### src/rtl/spi_types.sv
// Shared types for the SPI slave endpoint: FSM states, frame configuration
// and the maximum character width.
package spi_types;

  localparam int unsigned MAX_DATA_WIDTH = 128;
  localparam int unsigned CHAR_LEN_W     = $clog2(MAX_DATA_WIDTH);

  typedef enum logic [1:0] {
    IDLE,
    LOAD,
    SHIFT,
    DONE
  } state_t;

  typedef struct packed {
    logic [CHAR_LEN_W-1:0] char_len;
    logic                  lsb;
    logic                  rx_neg;
    logic                  tx_neg;
  } cfg_t;

endpackage

### src/rtl/spi_pad_sync.sv
// Two-flop synchronisers for the SPI pad inputs plus registered sclk edge
// pulses (pad change to pulse is three clk).
module spi_pad_sync (
  input  logic clk,
  input  logic rst,
  input  logic ss_pad,
  input  logic sclk_pad,
  input  logic mosi_pad,
  output logic sel,
  output logic sclk_rise,
  output logic sclk_fall,
  output logic mosi
);

  logic [1:0] ss_q;
  logic [1:0] sclk_q;
  logic [1:0] mosi_q;
  logic       sclk_prev;

  always_ff @(posedge clk or posedge rst) begin
    if (rst) begin
      ss_q      <= 2'b11;
      sclk_q    <= 2'b00;
      mosi_q    <= 2'b00;
      sclk_prev <= 1'b0;
      sclk_rise <= 1'b0;
      sclk_fall <= 1'b0;
    end else begin
      ss_q      <= {ss_q[0], ss_pad};
      sclk_q    <= {sclk_q[0], sclk_pad};
      mosi_q    <= {mosi_q[0], mosi_pad};
      sclk_prev <= sclk_q[1];
      sclk_rise <= sclk_q[1] & ~sclk_prev;
      sclk_fall <= ~sclk_q[1] & sclk_prev;
    end
  end

  assign sel  = ~ss_q[1];
  assign mosi = mosi_q[1];

endmodule

### src/rtl/spi_slave_endpoint.sv
// SPI slave endpoint: oversampled pad inputs, frame FSM, rx/tx shift
// registers and a single-entry tx holding register.
module spi_slave_endpoint
  import spi_types::*;
#(
  parameter int unsigned SS_WIDTH    = 8,
  parameter int unsigned SLAVE_INDEX = 0,
  parameter int unsigned DATA_W      = MAX_DATA_WIDTH
) (
  input  logic                      clk,
  input  logic                      rst,
  input  logic [SS_WIDTH-1:0]       ss_pad_i,
  input  logic                      sclk_pad_i,
  input  logic                      mosi_pad_i,
  output logic                      miso_pad_o,
  input  logic [$clog2(DATA_W)-1:0] cfg_char_len,
  input  logic                      cfg_lsb,
  input  logic                      cfg_rx_neg,
  input  logic                      cfg_tx_neg,
  input  logic [DATA_W-1:0]         tx_data,
  input  logic                      tx_valid,
  output logic                      tx_ready,
  output logic [DATA_W-1:0]         rx_data,
  output logic                      rx_valid,
  output logic                      frame_abort,
  output logic                      tx_underrun
);

  localparam int unsigned LEN_W = $clog2(DATA_W);
  localparam int unsigned CNT_W = $clog2(DATA_W + 1);

  logic sel, sel_prev, sclk_rise, sclk_fall, mosi;
  logic unused_ss_bits;

  spi_pad_sync u_pad_sync (
    .clk       (clk),
    .rst       (rst),
    .ss_pad    (ss_pad_i[SLAVE_INDEX]),
    .sclk_pad  (sclk_pad_i),
    .mosi_pad  (mosi_pad_i),
    .sel       (sel),
    .sclk_rise (sclk_rise),
    .sclk_fall (sclk_fall),
    .mosi      (mosi)
  );

  assign unused_ss_bits = ^ss_pad_i;

  state_t             state, state_d;
  cfg_t               cfg_q, cfg_d;
  logic [DATA_W-1:0]  hold_q, hold_d, shift_tx, shift_tx_d, rx_shift, rx_shift_d, rx_data_d;
  logic               hold_full, hold_full_d;
  logic [CNT_W-1:0]   bit_cnt, bit_cnt_d, cnt_v, frame_len;
  logic               miso_d, rx_valid_d, abort_d, underrun_d;
  logic               rx_edge, tx_edge;

  // Position within the word of the k-th bit on the wire.
  function automatic logic [LEN_W-1:0] bit_pos(input logic lsb, input logic [CNT_W-1:0] len,
                                               input logic [CNT_W-1:0] k);
    return lsb ? LEN_W'(k) : LEN_W'(len - k - CNT_W'(1));
  endfunction

  assign frame_len = (cfg_q.char_len == '0) ? CNT_W'(DATA_W) : CNT_W'(cfg_q.char_len);
  assign rx_edge   = cfg_q.rx_neg ? sclk_fall : sclk_rise;
  assign tx_edge   = cfg_q.tx_neg ? sclk_fall : sclk_rise;

  always_comb begin
    state_d     = state;
    cfg_d       = cfg_q;
    hold_d      = hold_q;
    hold_full_d = hold_full;
    shift_tx_d  = shift_tx;
    rx_shift_d  = rx_shift;
    rx_data_d   = rx_data;
    bit_cnt_d   = bit_cnt;
    cnt_v       = bit_cnt;
    miso_d      = miso_pad_o;
    rx_valid_d  = 1'b0;
    abort_d     = 1'b0;
    underrun_d  = 1'b0;

    case (state)
      IDLE: begin
        miso_d = 1'b0;
        if (sel && !sel_prev) begin
          state_d = LOAD;
          cfg_d   = '{char_len: CHAR_LEN_W'(cfg_char_len), lsb: cfg_lsb,
                      rx_neg: cfg_rx_neg, tx_neg: cfg_tx_neg};
        end
      end
      LOAD: begin
        bit_cnt_d  = '0;
        rx_shift_d = '0;
        if (hold_full) begin
          shift_tx_d  = hold_q;
          hold_full_d = 1'b0;
        end else begin
          shift_tx_d = '0;
          underrun_d = 1'b1;
        end
        miso_d  = shift_tx_d[bit_pos(cfg_q.lsb, frame_len, '0)];
        state_d = SHIFT;
      end
      SHIFT: begin
        if (!sel) begin
          abort_d = 1'b1;
          miso_d  = 1'b0;
          state_d = IDLE;
        end else begin
          // Sample before launch so a shared edge sees the updated count.
          if (rx_edge) begin
            rx_shift_d[bit_pos(cfg_q.lsb, frame_len, bit_cnt)] = mosi;
            cnt_v     = bit_cnt + CNT_W'(1);
            bit_cnt_d = cnt_v;
            if (cnt_v == frame_len) begin
              rx_data_d  = rx_shift_d;
              rx_valid_d = 1'b1;
              state_d    = DONE;
            end
          end
          if (tx_edge && cnt_v != frame_len) begin
            miso_d = shift_tx[bit_pos(cfg_q.lsb, frame_len, cnt_v)];
          end
        end
      end
      DONE: begin
        if (!sel) begin
          miso_d  = 1'b0;
          state_d = IDLE;
        end
      end
      default: state_d = IDLE;
    endcase

    if (tx_valid && !hold_full) begin
      hold_d      = tx_data;
      hold_full_d = 1'b1;
    end
  end

  always_ff @(posedge clk or posedge rst) begin
    if (rst) begin
      state <= IDLE;
    end else begin
      state <= state_d;
    end
  end

  always_ff @(posedge clk or posedge rst) begin
    if (rst) begin
      sel_prev    <= 1'b0;
      cfg_q       <= '0;
      hold_q      <= '0;
      hold_full   <= 1'b0;
      tx_ready    <= 1'b1;
      shift_tx    <= '0;
      rx_shift    <= '0;
      rx_data     <= '0;
      bit_cnt     <= '0;
      miso_pad_o  <= 1'b0;
      rx_valid    <= 1'b0;
      frame_abort <= 1'b0;
      tx_underrun <= 1'b0;
    end else begin
      sel_prev    <= sel;
      cfg_q       <= cfg_d;
      hold_q      <= hold_d;
      hold_full   <= hold_full_d;
      tx_ready    <= ~hold_full_d;
      shift_tx    <= shift_tx_d;
      rx_shift    <= rx_shift_d;
      rx_data     <= rx_data_d;
      bit_cnt     <= bit_cnt_d;
      miso_pad_o  <= miso_d;
      rx_valid    <= rx_valid_d;
      frame_abort <= abort_d;
      tx_underrun <= underrun_d;
    end
  end

endmodule

### config.mk
export PLATFORM = sky130hd
export DESIGN_NAME = spi_slave_endpoint
export DESIGN_NICKNAME = d
export VERILOG_FILES = /design/src/rtl/spi_types.sv /design/src/rtl/spi_pad_sync.sv /design/src/rtl/spi_slave_endpoint.sv
export SDC_FILE = /design/constraint.sdc
export NUM_CORES = 1
export LEC_CHECK = 0
export CELL_PAD_IN_SITES_DETAIL_PLACEMENT = 1
export CELL_PAD_IN_SITES_GLOBAL_PLACEMENT = 1
export CORE_AREA = 8 8 252 254
export CTS_CLUSTER_SIZE = 8
export DETAILED_ROUTE_END_ITERATION = 6
export DIE_AREA = 0 0 260 262
export PLACE_DENSITY_LB_ADDON = 0.1
export SLEW_MARGIN = 20
export SYNTH_ARGS = -nofsm -noshare
export SYNTH_HDL_FRONTEND = slang
export SYNTH_SLANG_ARGS = --single-unit
### constraint.sdc
create_clock -name clk -period 59.9 [get_ports clk]
set_input_delay 11.98 -clock clk [delete_from_list [all_inputs] [get_ports clk]]
set_output_delay 11.98 -clock clk [all_outputs]
set_load 0.01 [all_outputs]
==> flow_metrics.env <==
export IMPL_syn_cell_area_sq_mm=0.02875
export IMPL_htree_levels=3
export IMPL_grt_pass1_wl_mm=141.5
export IMPL_synthMuxAreaShare=0.1458
export IMPL_arrival_ns=15.65
export IMPL_max_slew_worst_pin_slew_ns=1.184
export IMPL_endpoint_kind="async pin"
export IMPL_hold_viol_final=0
export IMPL_slowest_stage="buf_4"
export IMPL_die_y_um=262
export IMPL_whs_ns=0.3505
export IMPL_globalplace_congestion=0.8308
export IMPL_drt_antenna_violating_nets=0
export IMPL_async_reset_ff_frac=1.000
export IMPL_hold_buffers=0
export IMPL_finalMaxSlewViolations=0
export IMPL_wl_per_cell_um=24.02
export IMPL_synth_top_family_by_area="compound AO/OA/AOI/OAI gates"
export IMPL_slew_limit_headroom=0.2080
export IMPL_rsz0062_at_grt="no"
export IMPL_path_cells="clkdlybuf4s50_1, inv_8, buf_12, buf_4, buf_4"
export IMPL_drtIter0Drc=1564
export IMPL_crit_path_frequent_cell="buf_4"
export IMPL_synth_simple_area_share=0.1334
export IMPL_syn_avg_cell_area_sq_um=10.40
export IMPL_post_cts_buffers=0
export IMPL_root_buffer="clkbuf_16"
export IMPL_fin_crit_sh=0.2512
export IMPL_worstPathMaxFanout=150
export IMPL_core_area_sq_mm=0.05957
export IMPL_path_clk_slew_ns=0.05
export IMPL_min_period_ns=15.05
export IMPL_final_nets=3097
export IMPL_portBuffers=276
export IMPL_synth_xor_area_share=0.01123
export IMPL_power_density_mw_per_mm2=51.49
export IMPL_grt_pass1_vias=24301
export IMPL_synthFlopType="dfrtp_1"
export IMPL_cap_violations=0
export IMPL_grt_max_degree=151
export IMPL_detailed_place_hpwl_mm=59.79
export IMPL_crit_path_start_kind="input pin"
export IMPL_final_util=0.5705
export IMPL_yosysSeqAreaShare=0.4772
export IMPL_fmax_mhz=66.47
export IMPL_layout_drive_gt1_share=0.1316
export IMPL_setup_ws_ns=44.85
export IMPL_syn2layout_area_growth_pct=18.23
export IMPL_cp_top_family="buffers and inverters"
export IMPL_synth_edf_count=0
export IMPL_wirelength_mm=89.44
export IMPL_synth_commonest_cells="dfrtp_1, nand2_1, mux2i_1"
export IMPL_drc=0
export IMPL_synth_area_leader_cell="dfrtp_1"
export IMPL_viasPerCell=6.101
export IMPL_skew_ns=0.01929
export IMPL_required_ns=60.51
export IMPL_cts_buffer_depth=3
export IMPL_p_total_uw=1750
export IMPL_synth_area_top_cells="dfrtp_1, mux2i_1, nand2_1"
export IMPL_syn_num_nets=2935
export IMPL_firstDrtPassIters=5
export IMPL_yosys_cell_count_top_type="dfrtp_1"
export IMPL_rows=90
export IMPL_clock_latency_ns=0.63
export IMPL_synth_top_area_share=0.4744
export IMPL_design_die_area_sq_mm=0.06812
export IMPL_synth_fa_ha_area_frac=0.009967
export IMPL_cts_tree="built"
export IMPL_vias=22720
export IMPL_irDropWorstVdd_uv=69.55
export IMPL_synth_cell_types=85
export IMPL_path_buf_inv=5
export IMPL_io_pins=284
export IMPL_grt_overflow_total=0
export IMPL_cts_sinks=548
export IMPL_setup_viol=0
export IMPL_ys_warn_count=0
export IMPL_total_leakage_power_uw=0.01337
export IMPL_die_w_um=260
export IMPL_synth_cells=2764
export IMPL_outcome="finished clean"
export IMPL_critPathKind="in -> async"
export IMPL_critical_path_max_stage_delay_ns=0.86
export IMPL_synth_ff_latch_count=548
export IMPL_numCtsBuffers=78
export IMPL_hold_class="reg -> reg"
export IMPL_antenna_found_initial=1
export IMPL_place_ws_ns=44.11
export IMPL_final_setup_tns_ns=0
export IMPL_grtUsageTotal=0.2596
export IMPL_synth_compound_area_frac=0.1733
export IMPL_ctsResizeCount=0
export IMPL_start_util=0.4826
## placed cells by master (no fill, tap or decap), types with 17 or more instances in the layout
cell type	count
a211oi_4	28
a21oi_1	91
buf_4	37
clkbuf_16	78
clkdlybuf4s50_1	276
dfrtp_1	544
ha_1	17
inv_1	87
mux2_2	140
mux2i_1	213
mux4_2	21
nand2_1	482
nand3_1	80
nand4_1	38
nor2_1	81
nor4_4	28
o211ai_1	101
o21ai_0	110
o21ai_1	52
o22ai_1	66
o2bb2ai_1	127
xnor2_1	22
## final cells by class
type	count	area, sq um
diodes	1	2.502
flip-flops and latches	548	13720
repair buffers	316	3092
clock inverters	6	101.3
fillers	6279	25580
clock buffers	89	1993
well taps	782	978.4
multi-input cells	1890	13740
inverters	92	357.8
## power breakdown
group	internal (uW)	switching, uW	total (uW)
combinational	281	541	823
clock	233	163	395
sequential	454	78.1	532
## routing by layer
metal  vias to the layer above  wire length [um]  track usage
li1                      10237                 -            -
met1                     11691             36820       0.3270
met2                       603             45310       0.4467
met3                       189              4114      0.04214
met4                         0              3199      0.09880
met5                         -                 0            0
## sequential cells by signal (all words and copies together), names as in the netlist, 2 cells and up
register and count:
rx_shift 128, shift_tx 128, u_pad_sync.sclk_q 2, cfg_q 10, u_pad_sync.mosi_q 2, bit_cnt 8, rx_data 128, u_pad_sync.ss_q 2
state 2, hold_q 128
## worst paths after layout
kind / end / start / cells past startpoint / slack [ns]
worst max-delay path: hold_q[32] / rst / 5 / 44.85
max in group clk: hold_q[60] / tx_valid / 5 / 45.86
worst min register to register: u_pad_sync.sclk_q[1] / u_pad_sync.sclk_q[0] / 0 / 0.35
worst min-delay path: u_pad_sync.sclk_q[1] / u_pad_sync.sclk_q[0] / 0 / 0.35
worst max register to register: rx_data[124] / cfg_q[4] / 17 / 54.28
min in group asynchronous: shift_tx[65] / rst / 2 / 11.93
## kinds of logic after synthesis
family                   Yosys count
AND/OR/NAND/NOR                  780
AO/OA/AOI/OAI                    677
flip-flops                       548
multiplexers                     375
buffers and inverters            326
XOR/XNOR                          36
adder cells (fa/ha/maj)           22
## worst register-to-register path: stages, from the launching register on
cell and delay (ns):
dfrtp_1 0.50, inv_1 0.20, ha_1 0.20, nor3b_4 0.30, a21o_4 0.32, inv_4 0.17
ha_1 0.25, fa_1 0.42, maj3_2 0.34, a21oi_2 0.17, o21bai_1 0.09, a21oi_2 0.15
xnor2_1 0.33, or3_4 0.63, buf_4 0.68, a211oi_2 0.22, mux2i_1 0.33, o21ai_0 0.14
## through the flow
stage / cell area [sq um] / std cells
final: 33990 / 3724
after global routing: 33990 / 3724
after CTS: 33980 / 3723
after detailed placement: 31890 / 3628
after global placement: 31890 / 3628
after floorplan: 28750 / 2764
Power figures use the tool's default switching activity.
